[src/rtl/min_reduce_arbiter_if.sv]
// min_reduce_arbiter_if: request bus between the SAD cores and the min-reduce arbiter
interface min_reduce_arbiter_if #(
    parameter int NUM_REQ = 4,
    parameter int VAL_W   = 13,
    parameter int TAG_W   = 32
);
    logic [NUM_REQ-1:0]       req_valid;
    logic [NUM_REQ*VAL_W-1:0] req_value;
    logic [NUM_REQ*TAG_W-1:0] req_tag;
    logic [NUM_REQ-1:0]       req_ready;
    modport master (output req_valid, req_value, req_tag, input req_ready);
    modport slave  (input req_valid, req_value, req_tag, output req_ready);
endinterface

[src/rtl/min_reduce_arbiter.sv]
// min_reduce_arbiter: round-robin grant of core SAD results folded into a running minimum with tag
module min_reduce_arbiter #(
    parameter int NUM_REQ = 4,
    parameter int VAL_W   = 13,
    parameter int TAG_W   = 32,
    parameter int CNT_W   = 16
) (
    input  logic                 Clk,
    input  logic                 Rst,
    input  logic                 start,
    input  logic [CNT_W-1:0]     total_count,
    min_reduce_arbiter_if.slave  req,
    output logic                 busy,
    output logic                 done,
    output logic [VAL_W-1:0]     min_value,
    output logic [TAG_W-1:0]     min_tag,
    output logic                 min_found,
    output logic [CNT_W-1:0]     accepted
);
    localparam int RR_W = $clog2(NUM_REQ);
    typedef enum logic [1:0] {IDLE, CLEAR, COLLECT, DONE} state_t;
    state_t           state, state_nxt;
    logic [RR_W-1:0]  rr, sel, idx, rr_nxt;
    logic             hit, xfer, clr;
    logic [CNT_W-1:0] total_lat;
    logic [VAL_W-1:0] vals [NUM_REQ];
    logic [TAG_W-1:0] tags [NUM_REQ];
    for (genvar g = 0; g < NUM_REQ; g++) begin : g_unpack
        assign vals[g] = req.req_value[g*VAL_W +: VAL_W];
        assign tags[g] = req.req_tag[g*TAG_W +: TAG_W];
    end
    // Cyclic search from rr; walking offsets high to low lets the nearest valid core win
    always_comb begin
        hit = 1'b0;
        sel = '0;
        idx = '0;
        for (int k = NUM_REQ - 1; k >= 0; k--) begin
            idx = RR_W'((int'(rr) + k) % NUM_REQ);
            if (req.req_valid[idx]) begin
                hit = 1'b1;
                sel = idx;
            end
        end
    end
    assign xfer   = (state == COLLECT) && hit;
    assign rr_nxt = (sel == RR_W'(NUM_REQ - 1)) ? '0 : sel + 1'b1;
    assign clr    = (state == CLEAR) || (state == IDLE && start && total_count == '0);
    // State register
    always_ff @(posedge Clk) state <= Rst ? IDLE : state_nxt;
    // Next state, one-hot grant and status flags
    always_comb begin
        state_nxt     = state;
        req.req_ready = '0;
        req.req_ready[sel] = xfer;
        busy = (state == CLEAR) || (state == COLLECT);
        done = (state == DONE);
        case (state)
            IDLE:    if (start) state_nxt = (total_count == '0) ? DONE : CLEAR;
            CLEAR:   state_nxt = COLLECT;
            COLLECT: if (xfer && accepted + 1'b1 == total_lat) state_nxt = DONE;
            default: state_nxt = IDLE;
        endcase
    end
    // Min register, tag, result count, total latch and round-robin pointer
    always_ff @(posedge Clk) begin
        if (Rst) begin
            rr        <= '0;
            total_lat <= '0;
            min_value <= '1;
            min_tag   <= '1;
            min_found <= 1'b0;
            accepted  <= '0;
        end else begin
            if (state == IDLE && start) total_lat <= total_count;
            if (clr) begin
                min_value <= '1;
                min_tag   <= '1;
                min_found <= 1'b0;
                accepted  <= '0;
            end else if (xfer) begin
                accepted <= accepted + 1'b1;
                rr       <= rr_nxt;
                if (vals[sel] < min_value) begin
                    min_value <= vals[sel];
                    min_tag   <= tags[sel];
                    min_found <= 1'b1;
                end
            end
        end
    end
endmodule

[src/flat_wrapper.sv]
// flat-port wrapper written by rule: the top's interface ports become plain ports
module min_reduce_arbiter_flat 
#(
    parameter int NUM_REQ = 4,
    parameter int VAL_W   = 13,
    parameter int TAG_W   = 32,
    parameter int CNT_W   = 16
)
  (Clk, Rst, start, total_count, busy, done, min_value, min_tag, min_found, accepted, req_req_valid, req_req_value, req_req_tag, req_req_ready);
  min_reduce_arbiter_if #(.NUM_REQ(NUM_REQ), .VAL_W(VAL_W), .TAG_W(TAG_W)) req_i ();
  input  logic Clk;
  input  logic Rst;
  input  logic start;
  input  logic [CNT_W-1:0] total_count;
  output logic busy;
  output logic done;
  output logic [VAL_W-1:0] min_value;
  output logic [TAG_W-1:0] min_tag;
  output logic min_found;
  output logic [CNT_W-1:0] accepted;
  input wire logic [$bits(req_i.req_valid)-1:0] req_req_valid;
  input wire logic [$bits(req_i.req_value)-1:0] req_req_value;
  input wire logic [$bits(req_i.req_tag)-1:0] req_req_tag;
  output wire logic [$bits(req_i.req_ready)-1:0] req_req_ready;
  assign req_i.req_valid = req_req_valid;
  assign req_i.req_value = req_req_value;
  assign req_i.req_tag = req_req_tag;
  assign req_req_ready = req_i.req_ready;
  min_reduce_arbiter #(.NUM_REQ(NUM_REQ), .VAL_W(VAL_W), .TAG_W(TAG_W), .CNT_W(CNT_W)) u_core (.Clk(Clk), .Rst(Rst), .start(start), .total_count(total_count), .req(req_i), .busy(busy), .done(done), .min_value(min_value), .min_tag(min_tag), .min_found(min_found), .accepted(accepted));
endmodule
[config.mk]
export PLATFORM = sky130hd
export DESIGN_NAME = min_reduce_arbiter_flat
export DESIGN_NICKNAME = d
export VERILOG_FILES = /design/src/rtl/min_reduce_arbiter_if.sv /design/src/rtl/min_reduce_arbiter.sv /design/src/flat_wrapper.sv
export SDC_FILE = /design/constraint.sdc
export NUM_CORES = 1
export LEC_CHECK = 0
export ABC_CLOCK_PERIOD_IN_PS = 6000
export BUFFER_PORTS_ARGS = -buffer_cell sky130_fd_sc_hd__buf_2
export CORE_UTILIZATION = 51
export CTS_CLUSTER_DIAMETER = 30
export DETAILED_ROUTE_END_ITERATION = 10
export GPL_ROUTABILITY_DRIVEN = 0
export PLACE_DENSITY_LB_ADDON = 0.1
export SLEW_MARGIN = 20
export SYNTH_ARGS = -nofsm -noshare
export SYNTH_HDL_FRONTEND = slang
export SYNTH_SLANG_ARGS = --single-unit
[constraint.sdc]
create_clock -name Clk -period 6 [get_ports Clk]
set_input_delay 1.2 -clock Clk [delete_from_list [all_inputs] [get_ports Clk]]
set_output_delay 1.2 -clock Clk [all_outputs]
set_load 0.05 [all_outputs]
* After elaboration in Yosys (flattened, before gate mapping) *
Cells that the tools add are included.

word-level totals
  logic and storage cells = 72
  bits of input ports = 203
  flip-flop bits (word level) = 82
  output and inout port bits = 68

operators by class
  muxes and demuxes = 29
  bitwise gates (word level) = 3
  add/sub/neg operators = 5
  reduce and logical (&&, ||, !) cells = 13
  $lt $le $gt $ge = 8
  eq/ne operators = 7

operator list
  cell                                                 number
  binary-select mux 32 bit (select 2 bit)              1
  two-way mux 32 bit                                   2
  binary-select mux 13 bit (select 2 bit)              1
  two-way mux 13 bit                                   2
  adder 16 x 1 -> 16 bit, second input constant        1
  equality test 16 bit                                 1
  zero test 16 bit                                     1
  two-way mux 2 bit                                    8
  < comparator 2 x 3 -> 1 bit, second input constant   5
  < comparator 13 bit                                  1
  two-way mux 1 bit                                    9
  binary-select mux 1 bit (select 2 bit)               4
  equality test 2 bit, second input constant           3
  case mux 2 bit (3 select lines)                      1
  AND reduction 2 bit                                  3
  logical AND 1 bit                                    5
  adder 2 x 1 -> 2 bit, second input constant          2
  adder 2 bit, second input constant                   2
  bitwise AND 4 bit                                    1
  != test 2 bit, second input constant                 2
  >= comparator 3 bit, second input constant           1
  inverter 2 -> 3 bit                                  1
  demux 1 bit (select 2 bit)                           1
  equality test 2 x 1 -> 1 bit, second input constant  1
  5 further kinds                                      6

* Logic depth before layout (Yosys ltp) *
  depth after elaboration = 13
  mapped depth = 17
  mapped depth without buffers = 13

* Worst setup path after synthesis *
Ideal clock, no wire load.

  kind = input port to flip-flop
  from = in req_req_valid[0]
  to = reg u_core.min_tag[3]
  setup slack = 1.711 ns
  library setup time = 0.146 ns
  stages on the path = 17
  arrival = 4.143 ns
  data required time = 5.854 ns
  buffers on the path = 5
  path through = nor2b_1 > o21bai_1 > and2_1 > buf_2 > buf_1 > buf_2 > mux2i_1 > ha_1 > a21o_1 > a21o_1 > a21oi_1 > o311a_1 > o211ai_1 > buf_2 > buf_2 > nand2_1 > o311ai_1

on the way
  cells in the longest elaborated chain, start to end = 12
  elaborated cells on any way between the ends = 26
  those cells by class = 1 x order compare; 22 x mux; 1 x bitwise; 2 x reduce/logical

ends and longest elaborated chain
  what                                                    line                                                text
  from (decl)                                             flat_wrapper.sv:21                                  input wire logic [$bits(req_i.req_valid)-1:0] req_req_valid;
  binary-select mux 1 bit (select 2 bit)                  min_reduce_arbiter.sv:39                            if (req.req_valid[idx]) begin
  two-way mux 1 bit (not written as such)                 min_reduce_arbiter.sv:39
  two-way mux 2 bit (4 in series)                         min_reduce_arbiter.sv:39
  inverter 2 -> 3 bit (not written as such)               min_reduce_arbiter.sv:83, min_reduce_arbiter.sv:85
  binary-select mux 13 bit (select 2 bit)                 min_reduce_arbiter.sv:83                            if (vals[sel] < min_value) begin
  two-way mux 13 bit (not written as such) (2 in series)  min_reduce_arbiter.sv:83
  < comparator 13 bit                                     min_reduce_arbiter.sv:83
  AND reduction 2 bit (no source line)                    -
  to (signal assigned)                                    min_reduce_arbiter.sv:85                            min_tag <= tags[sel];
  to (decl)                                               min_reduce_arbiter.sv:16                            output logic [TAG_W-1:0] min_tag,

Several ways; a longest one is shown, not always the timed one. The select of a mux whose other input is x is not followed.
A chain may end at the register's enable or synchronous reset.

* Final worst setup path *
  from = in req_req_valid[0]
  to = out req_req_ready[2]

on the way
  cells in the longest elaborated chain, start to end = 11
  elaborated cells on any way between the ends = 23
  those cells by class = 2 x order compare; 18 x mux; 1 x bitwise; 2 x reduce/logical

ends and longest elaborated chain
  what                                                                                                      line                      text
  binary-select mux 1 bit (select 2 bit)                                                                    min_reduce_arbiter.sv:39
  two-way mux 1 bit (not written as such)                                                                   min_reduce_arbiter.sv:39
  two-way mux 2 bit (4 in series)                                                                           min_reduce_arbiter.sv:39
  < comparator 2 x 3 -> 1 bit (not written as such) / >= comparator 2 x 1 -> 1 bit (equally long branches)  min_reduce_arbiter.sv:54  req.req_ready[sel] = xfer;
  logical AND 1 bit (not written as such)                                                                   min_reduce_arbiter.sv:54
  two-way mux 1 bit (not written as such)                                                                   min_reduce_arbiter.sv:54
  demux 1 bit (select 2 bit)                                                                                -
  bitwise AND 4 bit (no source line) (*)                                                                    -
  to (decl)                                                                                                 flat_wrapper.sv:24        output wire logic [$bits(req_i.req_ready)-1:0] req_req_ready;

Mark *: on every way between the ends. The rest lies on a longest branch, timed or not. The select of a mux whose other input is x is not followed.

==> impl_metrics.tcl <==
set metrics [dict create \
    syn_avg_cell_area_um2 7.45 \
    stdcell_area_mm2 0.00701 \
    dr.pass1.iters 5 \
    drt-total-wl_um 17200 \
    ant_nets 0 \
    path_class "input pin to primary output" \
    synth.top_cell.area_share_pct 29.9 \
    setup_viol 0 \
    critPathLaunchType "input pin" \
    post_drt_wl_per_cell_um 15.4 \
    synthTopCellsByArea "dfxtp_1 30%, nand2_1 15%, mux2i_1 9.1%" \
    rows 37 \
    fin_crit_ns 4.89 \
    drt_iter0_drc 315 \
    synthCells 737 \
    worstPathArrival_ns 3.69 \
    status "finished, final reports clean" \
    syn_nets 962 \
    cts.clk_slew.worst_paths_ns 0.08 \
    cts_tree "built" \
    die_w_um 106 \
    cts_made_buffers 9 \
    hp-class "register to register" \
    leakagePower_nw 3.70 \
    nets 1197 \
    clock_path_buffers 2 \
    synth_cell_type_count 49 \
    rsz0062_at_grt "no" \
    die_height_um 106 \
    synth_largest_area_cell "dfxtp_1" \
    ctsResizeCount 0 \
    overflow 0 \
    max_slew_margin_pct 30.3 \
    ys_seq_area_share_pct 29.9 \
    critPathCaptureType "primary output" \
    antenna_found_initial 2 \
    synth-edff-count 0 \
    layout_commonest_cell "buf_2" \
    peakVddDrop_mv 0.206 \
    clock_skew_ns 0.0103 \
    post_dp_cell_area_mm2 0.00684 \
    clock-sinks 82 \
    grt_first_pass_wirelength_um 26700 \
    timing.fmax_mhz 205 \
    drive_above_1_share_pct 30.9 \
    grt_pass1_vias 5486 \
    postCtsSetupBuffers 0 \
    hold_violations 0 \
    required_ns 4.80 \
    postCtsHoldBufs 0 \
    p_per_area_mw_per_mm2 352 \
    async_flop_share_pct 0 \
    yosys_warnings 0 \
    grtUsageTotal_pct 30.3 \
    worstMarginPinSlew_ns 1.04 \
    maxCapViolCount 0 \
    period_share_pct 81.5 \
    routed_via_density 5.40 \
    grt_max_degree 71 \
    drv_slew 0 \
    drc_errors 0 \
    core_mm2 0.0104 \
    start_util_pct 52.9 \
    cts-root-buf "clkbuf_8" \
    syn_area_mm2 0.00549 \
    die-area_mm2 0.0112 \
    area_growth_syn_to_layout_pct 27.7 \
    htreeDepth 3 \
    clkLatencyLatePin_ns 0.35 \
    io_buffers 270 \
    synthFlopType "dfxtp_1" \
    path_max_fanout 36 \
    tns_ns 0 \
    vias 6021 \
    dpl.hpwl_um 13000 \
    synth-seq-cells 82 \
    io_pins 271 \
    layout_common_cells "270 x buf_2, 220 x nand2_1, 82 x dfxtp_1" \
]
[cell usage after synthesis, drive strengths merged, types with 3 or more instances]
cell and number:
o211ai 3, clkbuf 23, a21o 7, and2 6
nor3 11, a211oi 3, mux2i 50, nand2 220
inv 24, nand4 10, buf 29, o311ai 32
nor4 10, nor2b 5, xor2 14, dfxtp 82
nand3 6, o21ai 4, nor2 34, ha 22
xnor2 20, and3 65, or2 4, a21oi 26
[report_power, final]
part	total, mW	switching (mW)	internal (mW)
combinational	1.37	0.922	0.446
clock	0.361	0.200	0.161
sequential	0.739	0.0821	0.657
total	2.47	1.20	1.26
[worst paths after layout]
check	from	to	slack, ns	depth (start not counted)
worst max-delay path	req_req_valid[0]	req_req_ready[2]	1.11	10
worst min-delay path	u_core.min_found	u_core.min_found	0.44	2
worst max register to register	u_core.rr[1]	u_core.min_value[6]	2.11	13
worst min register to register	u_core.min_found	u_core.min_found	0.44	2
[registers in the layout (all words and copies together), names as in the netlist]
name,count
u_core.state,2
u_core.min_tag,32
u_core.accepted,16
u_core.min_found,1
u_core.min_value,13
u_core.rr,2
u_core.total_lat,16
[metrics by stage]
| stage | util [%] | instances | total power [mW] | setup WS (ns) | hold slack, ns |
|---|---|---|---|---|---|
| after global placement | 66.0 | 1097 | 2.10 | 1.17 | 0.440 |
| after detailed placement | 66.0 | 1097 | 2.11 | 1.08 | 0.436 |
| after floorplan | - | 737 | 1.78 | 1.71 | 0.444 |
| final | 67.6 | 1114 | 2.47 | 1.11 | 0.444 |
| after CTS | 67.6 | 1113 | 2.47 | 1.15 | 0.446 |
| after global routing | 67.6 | 1113 | 2.64 | 0.967 | 0.461 |
[layer usage]
| metal | share of wire (%) | GRT usage (%) | vias up |
|---|---|---|---|
| met5 | 0.076 | 0 | - |
| met4 | 2.5 | 11.9 | 2 |
| met3 | 6.8 | 5.94 | 34 |
| met2 | 49 | 51.5 | 216 |
| met1 | 41 | 37.5 | 2755 |
| li1 | - | - | 3014 |
[logic make-up after synthesis]
logic type,share of synthesized area [%]
multiplexers,9.53
adder cells (fa/ha/maj),5.01
XOR/XNOR,5.42
AND/OR/NAND/NOR,31.5
flip-flops,29.9
buffers and inverters,5.67
AO/OA/AOI/OAI,13.0
[worst max-delay path: stages]
cell      delay, ns
buf_2          0.13
nor2b_1        0.14
o21ba_1        0.21
a211oi_4       0.20
buf_4          0.44
buf_4          0.37
inv_2          0.30
ha_1           0.29
and2_1         0.15
buf_2          0.21
[final cells by class]
| class | instances | area (um2) |
|---|---|---|
| diodes | 1 | 2.50 |
| flip-flops and latches | 82 | 1640 |
| multi-input cells | 579 | 3550 |
| clock buffers | 13 | 149 |
| inverters | 24 | 90.1 |
| fillers | 990 | 3360 |
| repair buffers | 276 | 1400 |
| clock inverters | 3 | 15.0 |
| well taps | 136 | 170 |
(Power assumes the default switching activity.)
